## config.mk

```make
export PLATFORM = sky130hd
export DESIGN_NAME = prog_loader
export DESIGN_NICKNAME = d
export VERILOG_FILES = /design/src/rtl/prog_loader.sv
export SDC_FILE = /design/constraint.sdc
export NUM_CORES = 1
export LEC_CHECK = 0
export ABC_AREA = 1
export CORE_UTILIZATION = 30
export DETAILED_ROUTE_END_ITERATION = 16
export SYNTH_ARGS = -nofsm -noshare
export SYNTH_HDL_FRONTEND = slang
export SYNTH_SLANG_ARGS = --single-unit
```

## constraint.sdc

```tcl
create_clock -name clk -period 2 [get_ports clk]
set_input_delay 0.6 -clock clk [delete_from_list [all_inputs] [get_ports clk]]
set_output_delay 0.6 -clock clk [all_outputs]
set_load 0.02 [all_outputs]
```

## src/rtl/prog_loader.sv

```systemverilog
// rtl/prog_loader.sv - framed byte-stream loader writing big-endian words into instruction memory
module prog_loader #(
    parameter int unsigned                  ADDR_WIDTH = 18,
    parameter logic [ADDR_WIDTH-1:0]        BASE_ADDR  = '0,
    parameter int unsigned                  MAX_WORDS  = 4096
) (
    input  logic                  clk,
    input  logic                  reset,
    input  logic [7:0]            byte_data,
    input  logic                  byte_valid,
    output logic                  byte_ready,
    input  logic                  restart,
    output logic                  imem_we,
    output logic [ADDR_WIDTH-1:0] imem_addr,
    output logic [31:0]           imem_wdata,
    output logic                  cpu_hold,
    output logic                  done,
    output logic                  error,
    output logic [15:0]           words_loaded
);

    typedef enum logic [2:0] {
        S_CNT_HI, S_CNT_LO, S_DATA, S_WRITE, S_CHECK, S_DONE, S_ERROR
    } state_t;

    state_t                  state_q;
    logic [15:0]             count_q;
    logic [23:0]             shift_q;
    logic [1:0]              bcnt_q;
    logic [7:0]              xor_q;
    logic                    imem_we_q;
    logic [ADDR_WIDTH-1:0]   imem_addr_q;
    logic [31:0]             imem_wdata_q;
    logic                    cpu_hold_q;
    logic                    done_q;
    logic                    error_q;
    logic [15:0]             words_loaded_q;

    logic                    accept;
    logic [15:0]             count_d;
    logic [15:0]             words_d;
    logic [ADDR_WIDTH-1:0]   write_addr;

    assign byte_ready = (state_q == S_CNT_HI) || (state_q == S_CNT_LO) ||
                        (state_q == S_DATA)   || (state_q == S_CHECK);
    assign accept     = byte_valid && byte_ready;
    assign count_d    = {count_q[15:8], byte_data};
    assign words_d    = words_loaded_q + 16'd1;
    // Address arithmetic wraps at ADDR_WIDTH; legal MAX_WORDS keeps it in range.
    assign write_addr = BASE_ADDR + ADDR_WIDTH'({words_loaded_q, 2'b00});

    always_ff @(posedge clk) begin
        if (reset) begin
            state_q        <= S_CNT_HI;
            count_q        <= '0;
            shift_q        <= '0;
            bcnt_q         <= '0;
            xor_q          <= '0;
            imem_we_q      <= 1'b0;
            imem_addr_q    <= BASE_ADDR;
            imem_wdata_q   <= '0;
            cpu_hold_q     <= 1'b1;
            done_q         <= 1'b0;
            error_q        <= 1'b0;
            words_loaded_q <= '0;
        end else begin
            imem_we_q <= 1'b0;
            // The checksum byte itself is excluded from the running XOR.
            if (accept && state_q != S_CHECK) begin
                xor_q <= xor_q ^ byte_data;
            end
            case (state_q)
                S_CNT_HI: begin
                    if (accept) begin
                        count_q[15:8] <= byte_data;
                        state_q       <= S_CNT_LO;
                    end
                end
                S_CNT_LO: begin
                    if (accept) begin
                        count_q[7:0] <= byte_data;
                        if (32'(count_d) > MAX_WORDS) begin
                            state_q <= S_ERROR;
                            error_q <= 1'b1;
                        end else if (count_d == 16'd0) begin
                            state_q <= S_CHECK;
                        end else begin
                            state_q <= S_DATA;
                        end
                    end
                end
                S_DATA: begin
                    if (accept) begin
                        bcnt_q  <= bcnt_q + 2'd1;
                        shift_q <= {shift_q[15:0], byte_data};
                        if (bcnt_q == 2'd3) begin
                            state_q      <= S_WRITE;
                            imem_we_q    <= 1'b1;
                            imem_addr_q  <= write_addr;
                            imem_wdata_q <= {shift_q, byte_data};
                        end
                    end
                end
                S_WRITE: begin
                    words_loaded_q <= words_d;
                    state_q        <= (words_d == count_q) ? S_CHECK : S_DATA;
                end
                S_CHECK: begin
                    if (accept) begin
                        if (byte_data == xor_q) begin
                            state_q    <= S_DONE;
                            done_q     <= 1'b1;
                            cpu_hold_q <= 1'b0;
                        end else begin
                            state_q <= S_ERROR;
                            error_q <= 1'b1;
                        end
                    end
                end
                S_DONE, S_ERROR: begin
                    if (restart) begin
                        state_q        <= S_CNT_HI;
                        done_q         <= 1'b0;
                        error_q        <= 1'b0;
                        cpu_hold_q     <= 1'b1;
                        words_loaded_q <= '0;
                        xor_q          <= '0;
                        bcnt_q         <= '0;
                    end
                end
                default: state_q <= S_CNT_HI;
            endcase
        end
    end

    assign imem_we      = imem_we_q;
    assign imem_addr    = imem_addr_q;
    assign imem_wdata   = imem_wdata_q;
    assign cpu_hold     = cpu_hold_q;
    assign done         = done_q;
    assign error        = error_q;
    assign words_loaded = words_loaded_q;

endmodule
```

# Word-level counts from Yosys, hierarchy flattened
# Cells that the tools add are included.
[op_classes]
add_sub_neg = 2
order_cmp = 1
n_eq_ne = 19
mux = 33
bitwise_logic = 3
reduce_logical = 22
[op_table]
columns = ["op", "n"]
rows = [
  ["case mux 16 bit (2 select lines)", 1],
  ["two-way mux 3 bit", 9],
  ["two-way mux 8 bit", 3],
  ["case mux 3 bit (6 select lines)", 1],
  ["adder 16 x 1 -> 16 bit, second input constant", 1],
  ["equality test 16 bit", 1],
  ["greater-than comparator 16 x 13 -> 1 bit, second input constant", 1],
  ["zero test 16 bit", 1],
  ["two-way mux 16 bit", 1],
  ["inequality test 2 bit, second input constant", 6],
  ["AND reduction 6 bit", 2],
  ["two-way mux 1 bit", 11],
  ["equality test 3 bit, second input constant", 3],
  ["equality test 8 bit", 1],
  ["AND reduction 2 bit", 4],
  ["XOR 8 bit", 1],
  ["equality test 3 x 2 -> 1 bit, second input constant", 2],
  ["two-way mux 2 bit", 3],
  ["inequality test 2 x 1 -> 1 bit, second input constant", 3],
  ["AND reduction 3 bit", 2],
  ["nonzero test 2 bit", 3],
  ["case mux 1 bit (2 select lines)", 2],
  ["case mux 2 bit (2 select lines)", 1],
  ["AND reduction 4 bit", 1],
  ["other kinds (12)", 16],
]
[word_totals]
reg_bits = 121
inputBits = 12
word_cells = 93

# Longest topological paths before layout
# Gate-level depths: netlist of run 1.
[depth]
depth_word = 9
ltp_mapped = 17
depth_no_buf = 17

# Least setup slack after synthesis of run 1
# Ideal clock, no wire load.
[synth_timing]
path_type = "flip-flop to flip-flop"
from = "register words_loaded_q[0] (netlist: words_loaded[0])"
to = "register state_q[1]"
setup_ns = 0.134
arrival_ns = 1.841
slack_ns = 0.025
path_stages_with_launch = 17
n_path_buf = 0
cell_sequence = "dfxtp_1 > ha_1 > nand2_2 > nor2_4 > nand2_2 > inv_1 > nand3_2 > nand2_1 > nand2_1 > nand2_1 > nand2_1 > nor2_2 > nand2_1 > nand2_1 > nand2_1 > nand2_1 > a21oi_1"
[synth_via]
elab_chain_len = 4
[synth_rtl]
columns = ["element", "line", "text"]
rows = [
  ["start: declaration", "37", "logic [15:0] words_loaded_q;"],
  ["start signal: assignment", "105", "words_loaded_q <= words_d;"],
  ["adder 16 x 1 -> 16 bit", "48", "assign words_d = words_loaded_q + 16'd1;"],
  ["equality test 16 bit", "106", "state_q <= (words_d == count_q) ? S_CHECK : S_DATA;"],
  ["two-way mux 3 bit", "106", ""],
  ["case mux 3 bit (6 select lines)", "72", "case (state_q)"],
  ["end signal: assignment", "106", ""],
  ["end: declaration", "26", "state_t state_q;"],
]
# No other way between the ends.
# A chain may end at the register's enable or synchronous reset.

# Final worst setup path of run 1
[layout_timing]
from = "register error_q (netlist: error)"
to = "output error"
[layout_lines]
columns = ["element", "line", "text"]
rows = [
  ["start: declaration", "36", "logic error_q;"],
  ["start signal: assignment", "64", "error_q <= 1'b0;"],
  ["start signal: assignment", "84", "error_q <= 1'b1;"],
  ["start signal: assignment", "116", "error_q <= 1'b1;"],
  ["end: declaration", "18", "output logic error,"],
]
# No word-level cell between the ends.

==> out/qor.log, run 1 <==
qor: cts.cts-root-to-sink-buffers 2
qor: final_layout.fin_nets 845
qor: detailed_routing.antenna_viol_nets_final 0
qor: setup_path.timing.critical_path.to_type primary output
qor: place.port_buffers 80
qor: grt.wire_length_of_the_first_global_routing_pass 22.61 mm
qor: final_layout.regArea 2427 um^2
qor: sta.slew_headroom 0.6525
qor: detailed_routing.avgRoutedWirePerCell 13.46 um
qor: floorplanning.design.die.area 17930 um^2
qor: sta.fmax 0.5037 GHz
qor: yosys.synth_sequential_area_ratio 0.4642
qor: hold_path.min_path_type reg2reg
qor: grt.track_usage 0.1619
qor: sta.timing.final.hold_violations 0
qor: floorplanning.dieWidth 133.9 um
qor: cts.tritoncts.num_buffers 17
qor: setup_path.cp_data_arrival_time 1390 ps
qor: yosys.synthDistinctLibCells 35
qor: power_and_ir_drop.post-layout-total-power 7.976 mW
qor: cts.clock-root-buffer sky130_fd_sc_hd__clkbuf_16
qor: sta.tightestPinTransition 516.5 ps
qor: setup_path.timing.critical_path.slowest_stage_cell sky130_fd_sc_hd__clkdlybuf4s50_1
qor: detailed_routing.route.detailed.vias_per_inst 4.724
qor: floorplanning.core_region_area 16760 um^2
qor: cts.clock_latency_of_the_later_clocked_register_in_the_worst_skew_pair 420 ps
qor: cts.clock_pin_slew_worst_setup_and_hold_paths 60 ps
qor: final_layout.multiInputGateArea 2459 um^2
qor: grt.grt-ovfl-total 0
qor: sta.finalWorstPathRequiredPeriod 1985 ps
qor: cts.htree_levels 4
qor: cts.tritoncts done
qor: yosys.synthesis.area 5219 um^2
qor: yosys.yosys_register_bits 121
qor: floorplanning.floorplan.rows 47
qor: setup_path.worst_setup_path_start_kind flip-flop
qor: final_layout.final_design_area_no_fill 7455 um^2
qor: detailed_routing.detail_route.iter0.violations 273
qor: sta.rsz0062_at_grt yes
qor: final_layout.fillCellCount 1674
qor: setup_path.critical_path.n_buffers_inverters 1
qor: yosys.synth_enable_flop_cells 0
qor: setup_path.crit_family buffers and inverters
qor: detailed_routing.detail_route.first_pass.iterations 5
qor: setup_path.max_stage_delay_on_crit_path 620 ps
qor: final_layout.area.growth.synth_to_final 42.84%
qor: sta.setup_viol_count_final 0
qor: yosys.syn_area_per_cell 7.487 um^2
qor: yosys.synth-async-reset-ratio 0
qor: detailed_routing.detail_route.drc_violations 0
qor: floorplanning.chipHeight 133.9 um
qor: detailed_routing.dr_total_vias 5026
qor: cts.cts.sinks 121
qor: setup_path.timing.setup.critical_path_class reg2out
qor: final_layout.drive_above_1_share 0.1754
qor: place.placed_inst_area 6665 um^2
qor: sta.final-max-slew-violation-count 0
qor: place.gp_routability_congestion 0.8732
qor: power_and_ir_drop.static-leakage-power 3.203 nW
qor: place.post-dp-hpwl 10.24 mm
qor: status.status finished, final reports clean
qor: sta.final_cycle_utilization_of_the_critical_path 0.9926
qor: final_layout.layout.cells.most_common_list sky130_fd_sc_hd__dfxtp_1 (117), sky130_fd_sc_hd__nand2_1 (111), sky130_fd_sc_hd__o21ai_0 (86), sky130_fd_sc_hd__a21oi_1 (74), sky130_fd_sc_hd__inv_1 (66)
qor: detailed_routing.routed_wl 14.32 mm
qor: place.dp.cells 1024
qor: floorplanning.floorplan.initialDensity 0.3114
qor: final_layout.most_frequent_standard_cell_in_the_layout_excluding_fill_and_tap_cells sky130_fd_sc_hd__dfxtp_1
qor: grt.grt_max_degree 50
qor: power_and_ir_drop.power_density 1070 nW/um^2
qor: yosys.synthCells 697
qor: setup_path.worst-endpoint-required 1400 ps
qor: yosys.yosysWarnings 0
qor: grt.grt_pass1_vias 4369
qor: final_layout.post_layout_nonfiller_instances 1064
qor: floorplanning.design.portCount 83
qor: cts.post_cts_hold_buffer_count 0
qor: setup_path.highest_fanout_seen_on_the_critical_path 2
qor: sta.finClkSkew 14.96 ps
qor: power_and_ir_drop.vdd.ir_drop.worst 779.3 uV
qor: setup_path.timing.critical_path.cells clkdlybuf4s50_1
qor: yosys.ys.flop_type sky130_fd_sc_hd__dfxtp_1
qor: final_layout.antennaDiodeCount 0
qor: grt.initial_antenna_violation_count 0
qor: flow_run.timing.max_cap.violations 0
[timing repair]
item | 4_1_cts | 5_1_grt
cloned | 0 | 0
endpoints found under the setup margin | 23 | 21
gates resized for setup | 26 | 35
buffers inserted | 0 | 8
pin swaps | 0 | 14
[synth_stat cells (5+ instances only)]
library cell / instances / share of area
sky130_fd_sc_hd__nand2_2: 5 / 0.0060
sky130_fd_sc_hd__nand4_1: 12 / 0.014
sky130_fd_sc_hd__nor3_1: 6 / 0.0058
sky130_fd_sc_hd__nor2_2: 5 / 0.0060
sky130_fd_sc_hd__nor2_4: 7 / 0.015
sky130_fd_sc_hd__clkbuf_1: 21 / 0.015
sky130_fd_sc_hd__a21oi_1: 75 / 0.072
sky130_fd_sc_hd__nor2_1: 58 / 0.042
sky130_fd_sc_hd__nand2_1: 114 / 0.082
sky130_fd_sc_hd__dfxtp_1: 121 / 0.46
sky130_fd_sc_hd__a211oi_1: 8 / 0.012
sky130_fd_sc_hd__nand3_1: 59 / 0.057
sky130_fd_sc_hd__buf_2: 6 / 0.0058
sky130_fd_sc_hd__xnor2_1: 10 / 0.017
sky130_fd_sc_hd__o21ai_0: 86 / 0.082
sky130_fd_sc_hd__inv_1: 67 / 0.048
[power by group]
| part | internal (mW) | switching [mW] | total, mW |
|---|---|---|---|
| clock | 2.13 | 1.15 | 3.28 |
| combinational | 0.795 | 0.993 | 1.79 |
| sequential | 2.70 | 0.211 | 2.91 |
[per-layer routing]
metal	vias to the layer above	wire, um	GRT usage
met5	-	0	0
met4	0	195	0.06503
met3	15	522	0.02948
met2	102	6388	0.2435
met1	2320	7216	0.2271
li1	2589	-	-
[flip-flops by register name (all words and copies together) (netlist names)]
register	cells
error	1
state_q	3
count_q	16
imem_wdata	32
imem_we	1
shift_q	24
cpu_hold	1
done	1
bcnt_q	2
xor_q	8
imem_addr	16
words_loaded	16
[metrics by stage]
stage	util	TNS [ps]	hold WS [ps]	setup WS, ps
after global placement	0.3977	-7929	447.2	-205.0
final	0.4448	0	463.9	14.86
after global routing	0.4448	-181.3	483.8	-86.63
after detailed placement	0.3977	-10580	451.2	-230.0
after floorplan	-	0	435.8	25.04
after CTS	0.4342	0	465.6	1.606
[final cells by class]
type                            count  area share
Clock buffer                       19     0.05942
Multi-Input combinational cell    472      0.3298
Timing Repair Buffer              148      0.1861
Sequential cell                   121      0.3256
Tap cell                          220     0.03693
Inverter                           71     0.03625
Clock inverter                     13     0.02585
[final timing paths]
kind | endpoint | depth (start not counted) | slack, ps | from
max | error | 1 | 10 | error$_SDFFE_PP0P_
min | shift_q[6]$_SDFFE_PP0P_ | 2 | 460 | shift_q[6]$_SDFFE_PP0P_
max reg2reg | state_q[1]$_SDFFE_PP0P_ | 17 | 30 | words_loaded[0]$_SDFFE_PP0P_
min reg2reg | shift_q[6]$_SDFFE_PP0P_ | 2 | 460 | shift_q[6]$_SDFFE_PP0P_
[kinds of logic (layout without fill, tap and decap cells)]
group | count (synthesis) | after routing | share of synthesized area
and+or+nand+nor | 279 | 279 | 0.2469
AOI/OAI and AO/OA | 175 | 175 | 0.1755
DFF | 121 | 121 | 0.4642
buffers and inverters | 105 | 251 | 0.07912
xor gates and xnor gates | 14 | 14 | 0.02877
adders and majority gates | 2 | 2 | 0.004794
other | 1 | 2 | 0.0007186
No activity file was read; power rests on OpenSTA's default activity.
==> run 2: changes to the inputs <==
--- a/config.mk
+++ b/config.mk
@@ -6,6 +6,7 @@
 export NUM_CORES = 1
 export LEC_CHECK = 0
 export ABC_AREA = 1
+export CAP_MARGIN = 10
 export CORE_UTILIZATION = 30
 export DETAILED_ROUTE_END_ITERATION = 16
 export SYNTH_ARGS = -nofsm -noshare
==> results of run 2 <==
The final DEF is identical to that of run 1; final timing and power are the same.
